`src/rtl/bram_port_arbiter.sv`:
```
// rtl/bram_port_arbiter.sv - two-requester round-robin arbiter sharing one BRAM port, with bounded lock bursts
module bram_port_arbiter #(
    parameter int DATA_WIDTH = 8,
    parameter int ADDR_WIDTH = 10,
    parameter int MAX_BURST  = 16
) (
    input  logic                  clk,
    input  logic                  reset_n,
    input  logic                  req0_valid,
    output logic                  req0_ready,
    input  logic                  req0_we,
    input  logic                  req0_lock,
    input  logic [ADDR_WIDTH-1:0] req0_addr,
    input  logic [DATA_WIDTH-1:0] req0_wdata,
    input  logic                  req1_valid,
    output logic                  req1_ready,
    input  logic                  req1_we,
    input  logic                  req1_lock,
    input  logic [ADDR_WIDTH-1:0] req1_addr,
    input  logic [DATA_WIDTH-1:0] req1_wdata,
    output logic                  rsp0_valid,
    output logic [DATA_WIDTH-1:0] rsp0_data,
    output logic                  rsp1_valid,
    output logic [DATA_WIDTH-1:0] rsp1_data,
    output logic                  mem_wr_en,
    output logic                  mem_rd_en,
    output logic [ADDR_WIDTH-1:0] mem_addr,
    output logic [DATA_WIDTH-1:0] mem_wr_data,
    input  logic [DATA_WIDTH-1:0] mem_rd_data
);
    localparam int BW = $clog2(MAX_BURST + 1);

    logic          last_grant;
    logic          locked;
    logic          owner;
    logic [BW-1:0] beats;
    logic          s1_pending;
    logic          s1_id;
    logic          s2_pending;
    logic          s2_id;

    logic                  owner_valid;
    logic                  lock_hold;
    logic                  accept;
    logic                  winner;
    logic                  win_we;
    logic                  win_lock;
    logic [ADDR_WIDTH-1:0] win_addr;
    logic [DATA_WIDTH-1:0] win_wdata;
    logic [BW-1:0]         next_beats;

    always_comb begin
        owner_valid = owner ? req1_valid : req0_valid;
        lock_hold   = locked & owner_valid;
        accept      = reset_n & (req0_valid | req1_valid);
        if (lock_hold)
            winner = owner;
        else if (req0_valid && req1_valid)
            winner = ~last_grant;
        else
            winner = req1_valid;
        win_we     = winner ? req1_we    : req0_we;
        win_lock   = winner ? req1_lock  : req0_lock;
        win_addr   = winner ? req1_addr  : req0_addr;
        win_wdata  = winner ? req1_wdata : req0_wdata;
        // A beat by the current owner extends the burst; any other locking accept starts a new one.
        next_beats = lock_hold ? beats + BW'(1) : BW'(1);
    end

    assign req0_ready = accept & ~winner;
    assign req1_ready = accept & winner;

    always_ff @(posedge clk or negedge reset_n) begin
        if (!reset_n) begin
            last_grant  <= 1'b1;
            locked      <= 1'b0;
            owner       <= 1'b0;
            beats       <= '0;
            s1_pending  <= 1'b0;
            s1_id       <= 1'b0;
            s2_pending  <= 1'b0;
            s2_id       <= 1'b0;
            mem_wr_en   <= 1'b0;
            mem_rd_en   <= 1'b0;
            mem_addr    <= '0;
            mem_wr_data <= '0;
        end else begin
            mem_wr_en  <= 1'b0;
            mem_rd_en  <= 1'b0;
            s1_pending <= accept & ~win_we;
            s1_id      <= winner;
            s2_pending <= s1_pending;
            s2_id      <= s1_id;
            if (accept) begin
                last_grant  <= winner;
                mem_wr_en   <= win_we;
                mem_rd_en   <= ~win_we;
                mem_addr    <= win_addr;
                mem_wr_data <= win_wdata;
                // Reaching MAX_BURST forces release so the other requester gets the next turn.
                if (win_lock && (int'(next_beats) < MAX_BURST)) begin
                    locked <= 1'b1;
                    owner  <= winner;
                    beats  <= next_beats;
                end else begin
                    locked <= 1'b0;
                    beats  <= '0;
                end
            end else begin
                locked <= 1'b0;
                beats  <= '0;
            end
        end
    end

    assign rsp0_valid = s2_pending & ~s2_id;
    assign rsp1_valid = s2_pending & s2_id;
    assign rsp0_data  = mem_rd_data;
    assign rsp1_data  = mem_rd_data;
endmodule

```
`config.mk`:
```
export PLATFORM = sky130hd
export DESIGN_NAME = bram_port_arbiter
export DESIGN_NICKNAME = d
export VERILOG_FILES = /design/src/rtl/bram_port_arbiter.sv
export SDC_FILE = /design/constraint.sdc
export NUM_CORES = 1
export LEC_CHECK = 0
export CAP_MARGIN = 25
export CORE_MARGIN = 1
export CORE_UTILIZATION = 40
export DETAILED_ROUTE_END_ITERATION = 10
export GPL_ROUTABILITY_DRIVEN = 0
export PLACE_DENSITY_LB_ADDON = 0.1
export SYNTH_ARGS = -nofsm -noshare
export SYNTH_HDL_FRONTEND = slang
export SYNTH_SLANG_ARGS = --single-unit
export TNS_END_PERCENT = 10
```
`constraint.sdc`:
```
create_clock -name clk -period 3.55 [get_ports clk]
set_clock_uncertainty 0.1 [all_clocks]
set_input_delay 0.355 -clock clk [delete_from_list [all_inputs] [get_ports clk]]
set_output_delay 0.355 -clock clk [all_outputs]
set_load 0.05 [all_outputs]
```
Yosys cells after proc, flatten, opt, wreduce, memory -nomap -nowiden
Cells that the tools add are included.
{"block": "word_totals", "inputBits": 52, "register_bits": 32, "elab_cells": 43, "out_inout_bits": 40}
{"block": "op_classes", "order_cmp": 1, "n_bitwise": 12, "mux": 14, "n_reduce_logical": 3, "add_sub_neg": 1}
{"operator": "$mux 5", "count": 3}
{"operator": "$mux 10", "count": 1}
{"operator": "$mux 1", "count": 9}
{"operator": "$mux 8", "count": 1}
{"operator": "$and 1x1->1", "count": 7}
{"operator": "$add 5x1->5 const B", "count": 1}
{"operator": "$lt 5x5->1 const B", "count": 1}
{"operator": "$not 1->1", "count": 4}
{"operator": "$logic_and 1x1->1", "count": 2}
{"operator": "$reduce_and 2->1", "count": 1}
{"operator": "$or 1x1->1", "count": 1}

Logic depth before layout (Yosys ltp)
{"block": "logic_depth", "depth_word": 7, "depth_mapped": 7, "depth_no_buf": 6}

Worst setup path after synthesis
OpenSTA, ideal clock, no wires.
{"block": "synth_timing", "path_kind": "reg-to-output", "startpoint": "reg last_grant", "endpoint": "out req0_ready", "setup_slack_ps": 1510, "n_path_buf": 0, "arrival_ps": 1585, "path_stages_with_launch": 6, "t_required_ps": 3095, "path_cell_list": "dfstp_2 -> nor2b_1 -> o21ai_2 -> nand2_1 -> inv_2 -> nor2_1"}
{"block": "synth_between", "elab_chain_cells": 5}
{"element": "from (decl)", "line": "33", "text": "logic last_grant;"}
{"element": "from (signal assigned)", "line": "95", "text": "last_grant <= winner;"}
{"element": "$not 1->1", "line": "59", "text": "winner = ~last_grant;"}
{"element": "$mux 1", "line": "58", "text": "else if (req0_valid && req1_valid)"}
{"element": "$mux 1", "line": "56", "text": "if (lock_hold)"}
{"element": "via winner", "line": "45", "text": "logic winner;"}
{"element": "$not 1->1", "line": "70", "text": "assign req0_ready = accept & ~winner;"}
{"element": "$and 1x1->1", "line": "70"}
{"element": "to (decl)", "line": "10", "text": "output logic req0_ready,"}
The timed path passes the listed nets, and every way through them passes these cells.

Worst setup path after layout
{"block": "layout_timing", "startpoint": "in req1_valid", "endpoint": "out req0_ready"}
{"block": "layout_between", "elab_chain_cells": 5, "elab_cells_between_ends": 9, "cone_classes": "mux (3); bitwise (5); reduce/logical (1)"}
{"element": "from (decl)", "line": "15", "text": "input logic req1_valid,"}
{"element": "$mux 1 / $logic_and 1x1->1 (equally long branches)", "line": "53, 58"}
{"element": "$and 1x1->1 / $mux 1 (equally long branches)", "line": "54, 58"}
{"element": "$mux 1", "line": "56"}
{"element": "$not 1->1", "line": "70"}
{"element": "$and 1x1->1 *", "line": "70"}
Mark *: on every way between the ends. The rest lies on a longest branch, timed or not.

==> impl_metrics.tcl <==
set metrics [dict create \
    grt_setup_unrepaired "no" \
    syn-num-nets 197 \
    clock_latency_ns 0.28 \
    die_area_sq_um 4100 \
    path_buf_inv 2 \
    min_period_ns 2.32 \
    synthDistinctLibCells 30 \
    holdBufCountCts 0 \
    avgRoutedWirePerCell_um 12.6 \
    clk_pin_slew_ns 0.06 \
    core_area_sq_um 3660 \
    overflow 0 \
    yosys_warnings 0 \
    wl_met1_mm 1.26 \
    crit_slowest_cell "o21ai_2" \
    slew_headroom_pct 49.4 \
    start_util_pct 42.0 \
    internal_power_uw 679 \
    drc 0 \
    hpwl_mm 2.44 \
    met3_length_um 211 \
    synth_top_area_share_pct 48.8 \
    crit_family "buffers and inverters" \
    postCtsSetupBuffers 0 \
    antenna_left 0 \
    syn_inst 144 \
    final.setup.worst_slack_ns 1.23 \
    power_switching_uw 354 \
    hold_viol_final 0 \
    nets 253 \
    cts.repair.resized 0 \
    antenna_cells 0 \
    cts_tree "done" \
    rr_endpoint "mem_wr_data[2]" \
    cts-root-buf "clkbuf_8" \
    netlist_area_sq_um 1540 \
    vdd_drop_max_mv 0.349 \
    finalInstanceArea_sq_um 2240 \
    status "complete, no violations" \
    place_area_sq_um 2160 \
    grt_pass1_vias 1148 \
    crit_path_cell_trace "clkdlybuf4s50_1, o21ai_2, nor2_1, buf_12" \
    path_depth 4 \
    dieHeight_um 64 \
    drt-vias-per-instance 4.68 \
    setup_tns_ns 0 \
    setup_violations 0 \
    drt_iter0_drc 24 \
    hold_path_class "flop to flop" \
    p_total_mw 1.03 \
    crit_start "req1_valid" \
    crit_path_end_kind "primary output" \
    comb_power_share_pct 34.1 \
    max_stage_delay_ns 0.64 \
    grt_first_pass_wirelength_mm 5.23 \
    worstMarginPinSlew_ns 0.759 \
    timing.critical_path.to "req0_ready" \
    htreeDepth 2 \
    nFillCells 320 \
    synth_seq_cells 31 \
    finalCritPeriodShare_pct 65.2 \
    maxCapViolations 0 \
    clock_path_buffers 2 \
    drv_slew 0 \
    grt.total_usage_pct 17.3 \
    syn_avg_cell_area_sq_um 10.7 \
    clkSinkCount 31 \
    ioPinCount 92 \
    area_growth_pct 45.6 \
    reg2reg_slack_ns 1.71 \
    cts-buffers-inserted 5 \
    grt_max_degree 22 \
    cp.arrival_ns 1.86 \
    synth.yosys.seq_area_share_pct 50.5 \
    io_buffer_count 67 \
    p_seq_share_pct 40.8 \
    die_w_um 64 \
    via_count 1165 \
    crit_type "input pin to primary output" \
    reg2reg_from "last_grant" \
    required_ns 3.09 \
    p_sw_share_pct 34.3 \
    p_leak_nw 1.02 \
    dr.pass1.iters 4 \
    power.density_nw_per_um2 461 \
    top_layer_used "met4" \
    antenna_found_initial 0 \
    wl_met2_mm 1.53 \
    crit_path_start_kind "input pin" \
    fmax_ghz 0.432 \
    dp_slack_ns 1.22 \
    std_cell_rows 22 \
    layout-drive-gt1-share_pct 11.9 \
    p_clk_share_pct 25.1 \
    ff2ff_path_depth 6 \
    cp_max_fo 21 \
    wirelength_mm 3.13 \
    synth_area_leaders "dfrtp_1, mux2i_1, buf_4, o21ai_1, nand2_1" \
    synth_top_cell_by_area "dfrtp_1" \
]
==> synthesized netlist by cell type <==
| cell type | n |
|---|---|
| mux2_4 | 1 |
| buf_12 | 1 |
| o31ai_1 | 1 |
| and3_1 | 2 |
| buf_6 | 1 |
| a21boi_2 | 1 |
| mux2_1 | 1 |
| inv_2 | 1 |
| and2_1 | 1 |
| o21ai_1 | 19 |
| ha_1 | 1 |
| xor2_1 | 1 |
| nor2_1 | 5 |
| nand2_1 | 20 |
| or3_4 | 1 |
| mux2i_1 | 19 |
| xnor2_1 | 2 |
| a311oi_1 | 1 |
| nand3_1 | 2 |
| buf_4 | 16 |
| a21o_1 | 1 |
| nor2b_4 | 1 |
| inv_1 | 2 |
| dfstp_2 | 1 |
| conb_1 | 1 |
| o21ai_2 | 1 |
| clkbuf_1 | 4 |
| nor2_2 | 2 |
| dfrtp_1 | 30 |
| nor2b_1 | 4 |
==> how the worst min path moves through the flow <==
stage	from	to	slack, ns	cells after the start
CTS	s1_id	s2_id	0.25	0
finish	s1_id	s2_id	0.25	0
global route	reset_n	s2_id	0.27	1
global placement	s1_id	s2_id	0.24	0
floorplan	reset_n	beats[0]	-0.04	0
detailed placement	s1_id	s2_id	0.24	0
==> area by class of cell <==
class	count	area (sq um)	share of cell area, %
clock buffer	5	68.8	3.07
clock inverter	3	15.0	0.670
sequential	31	777	34.7
timing repair buffer	71	721	32.2
multi-input combinational	88	587	26.2
inverter	3	11.3	0.503
tap	48	60.1	2.68
==> cells in the final DEF (no fill, tap or decap) <==
master,count
a21boi_2,1
a21o_1,1
a311oi_1,1
and2_1,1
and3_1,2
buf_12,2
buf_4,4
clkbuf_8,5
clkdlybuf4s50_1,65
clkinv_2,3
conb_1,1
dfrtp_1,30
dfstp_2,1
ha_1,1
inv_1,2
inv_2,1
mux2_1,1
mux2_4,1
mux2i_1,19
nand2_1,20
nand3_1,2
nor2_1,5
nor2_2,2
nor2b_1,4
nor2b_4,1
o21ai_1,18
o21ai_2,2
o31ai_1,1
or3_4,1
xnor2_1,2
xor2_1,1
==> power by group through the flow <==
stage / registers [mW] / clock network, mW / logic [mW]
after floorplan: 0.537 / 0 / 0.150
after global placement: 0.428 / 0 / 0.352
after detailed placement: 0.429 / 0 / 0.355
after CTS: 0.423 / 0.267 / 0.356
after global routing: 0.428 / 0.282 / 0.374
final: 0.422 / 0.259 / 0.352
==> per-stage QoR <==
stage                     std cells  hold WS (ns)  util, %
after detailed placement        241         0.237     58.9
after global placement          241         0.240     58.9
after CTS                       249         0.251     61.2
after global routing            249         0.269     61.2
after floorplan                 144       -0.0406        -
final                           249         0.250     61.2
==> layer usage <==
layer	vias up	track usage (%)
met4	0	11.9
met1	529	18.2
met5	-	0
met2	41	29.1
li1	573	-
met3	22	5.54
==> sequential cells by signal (all words and copies together) (netlist names) <==
register and cells:
locked 1, mem_rd_en 1, s2_pending 1, s2_id 1
owner 1, s1_id 1, beats 5, mem_wr_en 1
last_grant 1, mem_addr 10, mem_wr_data 8
==> cell families after synthesis <==
logic type	after synthesis	share of synthesized area, %
adder cells (fa/ha/maj)	1	0.814
other	1	0.244
XOR/XNOR	3	1.71
AND/OR/NAND/NOR	38	12.0
AO/OA/AOI/OAI	24	9.03
buffers and inverters	25	11.6
flip-flops	31	50.5
multiplexers	21	14.1
No activity file was read; power rests on OpenSTA's default activity.
